`config.mk`:
```
export PLATFORM = sky130hd
export DESIGN_NAME = cla_seq_adder
export DESIGN_NICKNAME = d
export VERILOG_FILES = /design/src/rtl/cla_seq_adder.sv
export SDC_FILE = /design/constraint.sdc
export NUM_CORES = 1
export LEC_CHECK = 0
export CAP_MARGIN = 20
export CORE_AREA = 2 2 134 136
export DETAILED_ROUTE_END_ITERATION = 8
export DIE_AREA = 0 0 136 138
export PLACE_DENSITY_LB_ADDON = 0.25
export SLEW_MARGIN = 20
export SYNTH_ARGS = -nofsm -noshare
export SYNTH_HDL_FRONTEND = slang
export SYNTH_HIERARCHICAL = 1
export SYNTH_SLANG_ARGS = --single-unit
```
`constraint.sdc`:
```
create_clock -name clk -period 3.9 [get_ports clk]
set_input_delay 0.78 -clock clk [delete_from_list [all_inputs] [get_ports clk]]
set_output_delay 0.78 -clock clk [all_outputs]
set_load 0.005 [all_outputs]
```
`src/rtl/cla_seq_adder.sv`:
```
// Multi-cycle adder: one CHUNK-wide carry-lookahead slice reused LSB chunk first.
// Result valid CHUNKS cycles after accept; held stable until out_ready, in_ready low while busy.

module cla_slice #(
  parameter int W = 8
) (
  input  logic [W-1:0] a,
  input  logic [W-1:0] b,
  input  logic         ci,
  output logic [W-1:0] s,
  output logic         co
);

  localparam int NG = W / 4;

  logic [W-1:0]  p;
  logic [W-1:0]  g;
  logic [W-1:0]  c;
  logic [NG-1:0] grp_p;
  logic [NG-1:0] grp_g;
  logic [NG:0]   gc;
  logic          term;

  always_comb begin
    p     = a ^ b;
    g     = a & b;
    c     = '0;
    grp_p = '0;
    grp_g = '0;
    gc    = '0;
    term  = 1'b0;

    for (int j = 0; j < NG; j++) begin
      grp_p[j] = &p[4*j +: 4];
      grp_g[j] = g[4*j+3]
               | (p[4*j+3] & g[4*j+2])
               | (p[4*j+3] & p[4*j+2] & g[4*j+1])
               | (p[4*j+3] & p[4*j+2] & p[4*j+1] & g[4*j]);
    end

    // Second level: every group carry is a flat sum-of-products, no group-to-group ripple.
    for (int j = 0; j <= NG; j++) begin
      gc[j] = ci;
      for (int k = 0; k < j; k++) begin
        gc[j] = gc[j] & grp_p[k];
      end
      for (int i = 0; i < j; i++) begin
        term = grp_g[i];
        for (int k = i + 1; k < j; k++) begin
          term = term & grp_p[k];
        end
        gc[j] = gc[j] | term;
      end
    end

    for (int j = 0; j < NG; j++) begin
      c[4*j]   = gc[j];
      c[4*j+1] = g[4*j] | (p[4*j] & gc[j]);
      c[4*j+2] = g[4*j+1]
               | (p[4*j+1] & g[4*j])
               | (p[4*j+1] & p[4*j] & gc[j]);
      c[4*j+3] = g[4*j+2]
               | (p[4*j+2] & g[4*j+1])
               | (p[4*j+2] & p[4*j+1] & g[4*j])
               | (p[4*j+2] & p[4*j+1] & p[4*j] & gc[j]);
    end

    s  = p ^ c;
    co = gc[NG];
  end

endmodule

module cla_seq_adder #(
  parameter int OP_WIDTH = 32,
  parameter int CHUNK    = 8
) (
  input  logic                clk,
  input  logic                rst,
  input  logic                in_valid,
  output logic                in_ready,
  input  logic [OP_WIDTH-1:0] a,
  input  logic [OP_WIDTH-1:0] b,
  input  logic                cin,
  output logic                out_valid,
  input  logic                out_ready,
  output logic [OP_WIDTH-1:0] sum,
  output logic                cout,
  output logic                busy
);

  localparam int CHUNKS = OP_WIDTH / CHUNK;
  localparam int IDX_W  = (CHUNKS > 1) ? $clog2(CHUNKS) : 1;
  localparam logic [IDX_W-1:0] LAST_IDX = IDX_W'(CHUNKS - 1);

  typedef enum logic [1:0] {
    IDLE = 2'd0,
    RUN  = 2'd1,
    DONE = 2'd2
  } state_t;

  state_t              state_q, state_d;
  logic [OP_WIDTH-1:0] a_q, a_d;
  logic [OP_WIDTH-1:0] b_q, b_d;
  logic [OP_WIDTH-1:0] sum_q, sum_d;
  logic [IDX_W-1:0]    idx_q, idx_d;
  logic                carry_q, carry_d;
  logic                cout_q, cout_d;
  logic                out_valid_q, out_valid_d;
  logic                in_ready_q, in_ready_d;
  logic                busy_q, busy_d;

  logic [CHUNK-1:0]    slice_a;
  logic [CHUNK-1:0]    slice_b;
  logic [CHUNK-1:0]    slice_s;
  logic                slice_co;

  always_comb begin
    slice_a = a_q[int'(idx_q)*CHUNK +: CHUNK];
    slice_b = b_q[int'(idx_q)*CHUNK +: CHUNK];
  end

  cla_slice #(
    .W (CHUNK)
  ) u_cla (
    .a  (slice_a),
    .b  (slice_b),
    .ci (carry_q),
    .s  (slice_s),
    .co (slice_co)
  );

  always_comb begin
    state_d = state_q;
    a_d     = a_q;
    b_d     = b_q;
    sum_d   = sum_q;
    idx_d   = idx_q;
    carry_d = carry_q;
    cout_d  = cout_q;

    case (state_q)
      IDLE: begin
        if (in_valid) begin
          a_d     = a;
          b_d     = b;
          idx_d   = '0;
          carry_d = cin;
          state_d = RUN;
        end
      end
      RUN: begin
        sum_d[int'(idx_q)*CHUNK +: CHUNK] = slice_s;
        carry_d = slice_co;
        idx_d   = idx_q + IDX_W'(1);
        if (idx_q == LAST_IDX) begin
          idx_d   = '0;
          cout_d  = slice_co;
          state_d = DONE;
        end
      end
      DONE: begin
        // Returning to IDLE here means a new request cannot land on the handshake edge.
        if (out_ready) begin
          state_d = IDLE;
        end
      end
      default: begin
        state_d = IDLE;
      end
    endcase

    in_ready_d  = (state_d == IDLE);
    out_valid_d = (state_d == DONE);
    busy_d      = (state_d != IDLE);
  end

  always_ff @(posedge clk or posedge rst) begin
    if (rst) begin
      state_q     <= IDLE;
      a_q         <= '0;
      b_q         <= '0;
      sum_q       <= '0;
      idx_q       <= '0;
      carry_q     <= 1'b0;
      cout_q      <= 1'b0;
      out_valid_q <= 1'b0;
      in_ready_q  <= 1'b1;
      busy_q      <= 1'b0;
    end else begin
      state_q     <= state_d;
      a_q         <= a_d;
      b_q         <= b_d;
      sum_q       <= sum_d;
      idx_q       <= idx_d;
      carry_q     <= carry_d;
      cout_q      <= cout_d;
      out_valid_q <= out_valid_d;
      in_ready_q  <= in_ready_d;
      busy_q      <= busy_d;
    end
  end

  assign in_ready  = in_ready_q;
  assign out_valid = out_valid_q;
  assign sum       = sum_q;
  assign cout      = cout_q;
  assign busy      = busy_q;

endmodule
```
==> summary.md <==
| Metric | Value |
|---|---|
| Status | `completed` |
| PortBufs | `104` |
| Worst Setup Path Type | `reg2reg` |
| Endpoint class of the critical path | `flop` |
| Num Clock Sinks | `105` |
| Maximum root-to-sink buffer count | `2` |
| Largest net degree at the start of global routing | `65` |
| TNS Setup | `0 ps` |
| RSZ-0062 raised after global routing | `no` |
| Post-route minimum period | `3410 ps` |
| Diode count | `0` |
| Routed WL | `11700 um` |
| CP required | `4170 ps` |
| Hold-fix buffers, CTS | `0` |
| CTS root buf | `clkbuf_16` |
| Fraction of registers with async set/reset | `100%` |
| Worst skew pair latency | `350 ps` |
| Setup Viol. Count Final | `0` |
| Worst reg2reg path startpoint | `idx_q[0]$_DFFE_PP0P_` |
| Slowest cell on the critical path | `mux4_2` |
| Top-level I/O count | `105` |
| Final HPWL DP | `8770 um` |
| Synth area leaders | `dfrtp_1 (51%), mux2_4 (18%), mux4_2 (7.0%), ha_1 (3.4%), a22o_1 (2.4%)` |
| Fin crit share | `87.5%` |
| Area growth syn-to-layout | `30.0%` |
| Row Count | `49` |
| Post-CTS setup buffer count | `0` |
| Worst Reg-to-Reg Cells | `10` |
| Slew Limit Fails | `0` |
| Core Box Area | `17500 um2` |
| R2R Setup Slk | `490 ps` |
| GRT Resource Usage Total | `13.3%` |
| Cell Count Post-Placement | `663` |
| GPL Wtd Cong | `0.805` |
| Initial antenna violation count | `0` |
| Register Area | `2630 um2` |
| Die Ht | `138 um` |
| Die ar. | `18800 um2` |
| Pwr dens | `950 nW/um2` |
| CP Cell Sequence | `buf_12 > mux4_2 > ha_1 > and3_1 > a221o_1 > or2_2 > fa_1 > xor2_1 > nand3_1 > o21ai_0` |
| ANT nets after route | `0` |
| Register area share after synthesis | `51.4%` |
| Starting DRT DRC Count | `102` |
| Router iterations before antenna repair | `4` |
| Synth unique cells | `43` |
| Synth area leader | `dfrtp_1` |
| Remaining global-route overflow | `0` |
| Top cell type's share of synthesized area | `50.9%` |
| Pwr Total | `6320 uW` |
| Setup crit start kind | `flop` |
| Chip Width | `136 um` |
| # Max-Cap Violations | `0` |
| Pin slew with the least headroom to its limit | `735 ps` |
| First-pass GRT wire length | `18900 um` |
| Via count | `3086` |
| Cts bufs inserted | `9` |
| Slew Limit Headroom | `50.9%` |
| Arrival @ worst endpoint | `3680 ps` |
| Dominant synthesized flop cell | `dfrtp_1` |
| Final core occ | `37.9%` |
| Layout cell share with drive strength beyond 1 | `24.6%` |
| Flops & latches, synth | `105` |
| Initial Utilization | `29.2%` |
| Post_cts resized | `0` |
| Residual DRC | `0` |
| Synth Instances | `343` |
| Post-synth EDFFs | `0` |
| Vias in the first global route | `3301` |
| Fmax | `293 MHz` |
| CP bufs+invs | `1` |
| Final nets | `530` |
| Worst hold endpoint | `sum[17]$_DFFE_PP0P_` |
| Final Hold Violating Endpoints | `0` |
| Number of synthesis warnings | `6` |
| Area of the multi-input gates | `2250 um2` |
| Worst Hold Launch | `sum[17]$_DFFE_PP0P_` |
| H-tree depth | `3` |
| Non-filler instance count after layout | `677` |
| Worst r2r dst | `sum[13]$_DFFE_PP0P_` |
| Wire per inst | `17.2 um` |
| Worst Hold Class | `reg2reg` |
| WHS Path Cells | `2` |
| Max VDD drop | `0.496 mV` |
| Synth Area per Inst | `14.9 um2` |
| Fill cells | `1685` |
| Clock Skew | `10.3 ps` |
| Via density | `4.56` |
| Post-synthesis cell area | `5110 um2` |
| Slowest cell delay on critical path | `530 ps` |
| CP Max Fanout | `30` |
| Delay-heaviest family, CP | `adder cells` |
| Clock slew at reported path FFs | `70 ps` |
| Mapped Nets | `428` |
| Leak | `0.00286 uW` |
| CTS tree | `built` |
## power by group
part	total, uW	internal [uW]	switching (uW)
Sequential	1930	1580	348
Combinational	3400	1760	1640
Clock	986	590	396
## sequential cells by signal, summed over array words and instances, names as in the netlist, 2 cells and up
register,cells
idx_q,2
sum,32
a_q,32
state_q,2
b_q,32
## synthesized netlist by cell type (all sizes together) (3+ instances only)
cell type	number
nand3b	4
nand3	9
buf	19
o21ai	17
mux2	65
nor3b	4
nand2	23
and3	3
a32o	3
nor2	5
ha	14
or2	3
inv	10
nor2b	3
mux4	16
xnor2	3
dfrtp	104
a22o	14
## metrics by stage
| stage | hold slack [ps] | setup WS [ps] | area, um2 |
|---|---|---|---|
| 5_1_grt | 526 | 232 | 6650 |
| 3_3_place_gp | 472 | 579 | 6330 |
| 2_1_floorplan | 473 | 361 | 5110 |
| 4_1_cts | 498 | 458 | 6650 |
| 3_5_place_dp | 483 | 469 | 6330 |
| 6_report | 485 | 489 | 6650 |
## worst min-delay path: stages (launching register included)
cell	delay [ps]
dfrtp_1	350
nand2_1	50
o21ai_0	60
## how the worst max path moves through the flow
stage,start,end,slack [ps],depth (start not counted)
after floorplan,rst,a_q[0]$_DFFE_PP0P_,360,1
after global placement,idx_q[0]$_DFFE_PP0P_,sum[13]$_DFFE_PP0P_,580,10
after detailed placement,idx_q[0]$_DFFE_PP0P_,sum[13]$_DFFE_PP0P_,470,10
after CTS,idx_q[0]$_DFFE_PP0P_,sum[13]$_DFFE_PP0P_,460,10
after global routing,idx_q[0]$_DFFE_PP0P_,sum[13]$_DFFE_PP0P_,230,10
final,idx_q[0]$_DFFE_PP0P_,sum[13]$_DFFE_PP0P_,490,10
## per-layer routing
metal | global-route usage [%] | vias up | routed length, um
met3 | 2.79 | 14 | 548
met5 | 0 | - | 0
met2 | 20.9 | 83 | 5630
met1 | 18.0 | 1543 | 5240
met4 | 5.59 | 0 | 254
li1 | - | 1446 | -
## cells by family (layout without fill, tap and decap cells)
logic type,Yosys count,after routing,synth area share [%]
compound gates,46,46,6.41
simple gates,60,60,6.48
flops,105,105,51.4
buf+inv,29,134,4.70
mux,82,82,26.0
xor+xnor,5,5,0.856
fa+ha+maj,16,16,4.21
## cell type report
type	instances	share of cell area (%)
timing repair buffer	110	16.9
inverter	10	0.602
clock buffer	11	3.80
multi-input combinational	209	33.9
tap	229	4.31
sequential	105	39.5
clock inverter	3	0.979
## cell usage in the layout (no fill, tap or decap), types with 12 or more instances in the layout
cell,netlist,final
a22o_1,14,14
clkdlybuf4s50_1,0,104
dfrtp_1,104,104
ha_1,14,14
mux2_4,60,60
mux4_2,16,16
nand2_1,23,23
o21ai_0,12,12
(Power assumes the default switching activity.)
==> patch: new RTL, same flow settings <==
`a_q` no longer has a reset.
--- a/src/rtl/cla_seq_adder.sv
+++ b/src/rtl/cla_seq_adder.sv
@@ -178,7 +178,6 @@
   always_ff @(posedge clk or posedge rst) begin
     if (rst) begin
       state_q     <= IDLE;
-      a_q         <= '0;
       b_q         <= '0;
       sum_q       <= '0;
       idx_q       <= '0;
@@ -189,7 +188,6 @@
       busy_q      <= 1'b0;
     end else begin
       state_q     <= state_d;
-      a_q         <= a_d;
       b_q         <= b_d;
       sum_q       <= sum_d;
       idx_q       <= idx_d;
@@ -201,6 +199,10 @@
     end
   end
 
+  always_ff @(posedge clk) begin
+    a_q <= a_d;
+  end
+
   assign in_ready  = in_ready_q;
   assign out_valid = out_valid_q;
   assign sum       = sum_q;
Function: same outputs for any inputs over 10 cycles, from zero or initial values and one cycle with rst high; that may be too few to reach the edited logic, so the function may still have changed.
==> patch against the original RTL <==
Routed wire length down 9.8%; power down 15%; combinational power down 21%; area after synthesis down 11%; die area unchanged; setup slack worse by 88 ps; critical endpoint unchanged; first-iteration DRC count down 4.9%; sequential cell count unchanged; cell area down 6.6%; fmax down 2.5%.
==> patch: results (changes against the original RTL) <==
[worst_hold_path]
hold_path_startpoint = sum[31]

[yosys]
ys_async_sr_fraction = 0.695  ; -0.305
syn_area_per_cell_um2 = 14.7  ; -1.4%
synth_common_cells = dfrtp_1 (72), nand2_1 (38), mux2_2 (33)
synth_compound_area_frac = 0.0772  ; +0.0131
synth_mux_area_frac = 0.160  ; -0.0994
synth_fa_ha_area_frac = 0.0471  ; +0.00500
synthesis.nets = 396  ; -7.5%
synth_xor_area_frac = 0.00958  ; +0.00102

[cells_and_area]
multiInputGateArea_um2 = 1690  ; -25%
fillers = 1720  ; +2.1%
nMultiInputCombCells = 184  ; -12%
drive_above_1_share = 0.191  ; -0.0549
nFlopsAndLatches = 105  ; unchanged
nets = 505  ; -4.7%
instances_no_fill = 654  ; -3.4%
final-clk-cell-share = 0.0494  ; +0.00159
buffers = 111  ; +0.91%

[placement]
dpl.cell_count = 638  ; -3.8%
globalplace.congestion = 0.782  ; -2.8%
place_hpwl_um = 8010  ; -8.7%
post_dp_cell_area_um2 = 5900  ; -6.8%

[setup_path]
worst-r2r-setup-slack_ps = 400  ; -90 ps
cp.arrival_ps = 3760  ; +80 ps

[power]
pg_comb_mw = 2.67  ; -21%
leakage_nw = 2.45  ; -15%
ir_drop_uv = 379  ; -24%

[detailed_routing]
drt_iter0_markers = 97  ; -4.9%
drt_wl_total_um = 10500  ; -9.8%

[sta]
skew_ps = 10.4  ; +0.0524 ps

[run_status]
status = completed

[global_route]
grt_pass1_vias = 2955  ; -10%
grt_pass1_wl_um = 16600  ; -12%
grt_usage = 0.118  ; -0.0155

patch: changes by cell type after synthesis, sizes merged, moves of 3 or more:
cell	unedited run	this run
dfrtp	104	72
mux2	65	33
nand2	23	38
nand3	9	0
o31ai	0	8
buf	19	11
a32o	3	0
edfxtp	0	32
patch: routing by layer:
layer / global-route usage / wire length (um) / vias up
met1: 0.156 / 4780 / 1384
met4: 0.0444 / 177 / 0
met2: 0.187 / 5060 / 88
met3: 0.0297 / 504 / 11
met5: 0 / 0 / -
li1: - / - / 1363
patch: worst min path at each step:
| stage | endpoint | slack [ps] | depth (start not counted) |
|---|---|---|---|
| floorplan | sum[10] | 470 | 2 |
| global placement | sum[24] | 470 | 2 |
| detailed placement | sum[27] | 480 | 2 |
| CTS | sum[31] | 490 | 2 |
| global route | sum[31] | 500 | 2 |
| finish | sum[31] | 490 | 2 |
patch: stage by stage:
stage,setup slack (ps),util
finish,400,0.354
global route,133,0.354
CTS,368,0.354
detailed placement,383,0.337
global placement,443,0.337
floorplan,555,-
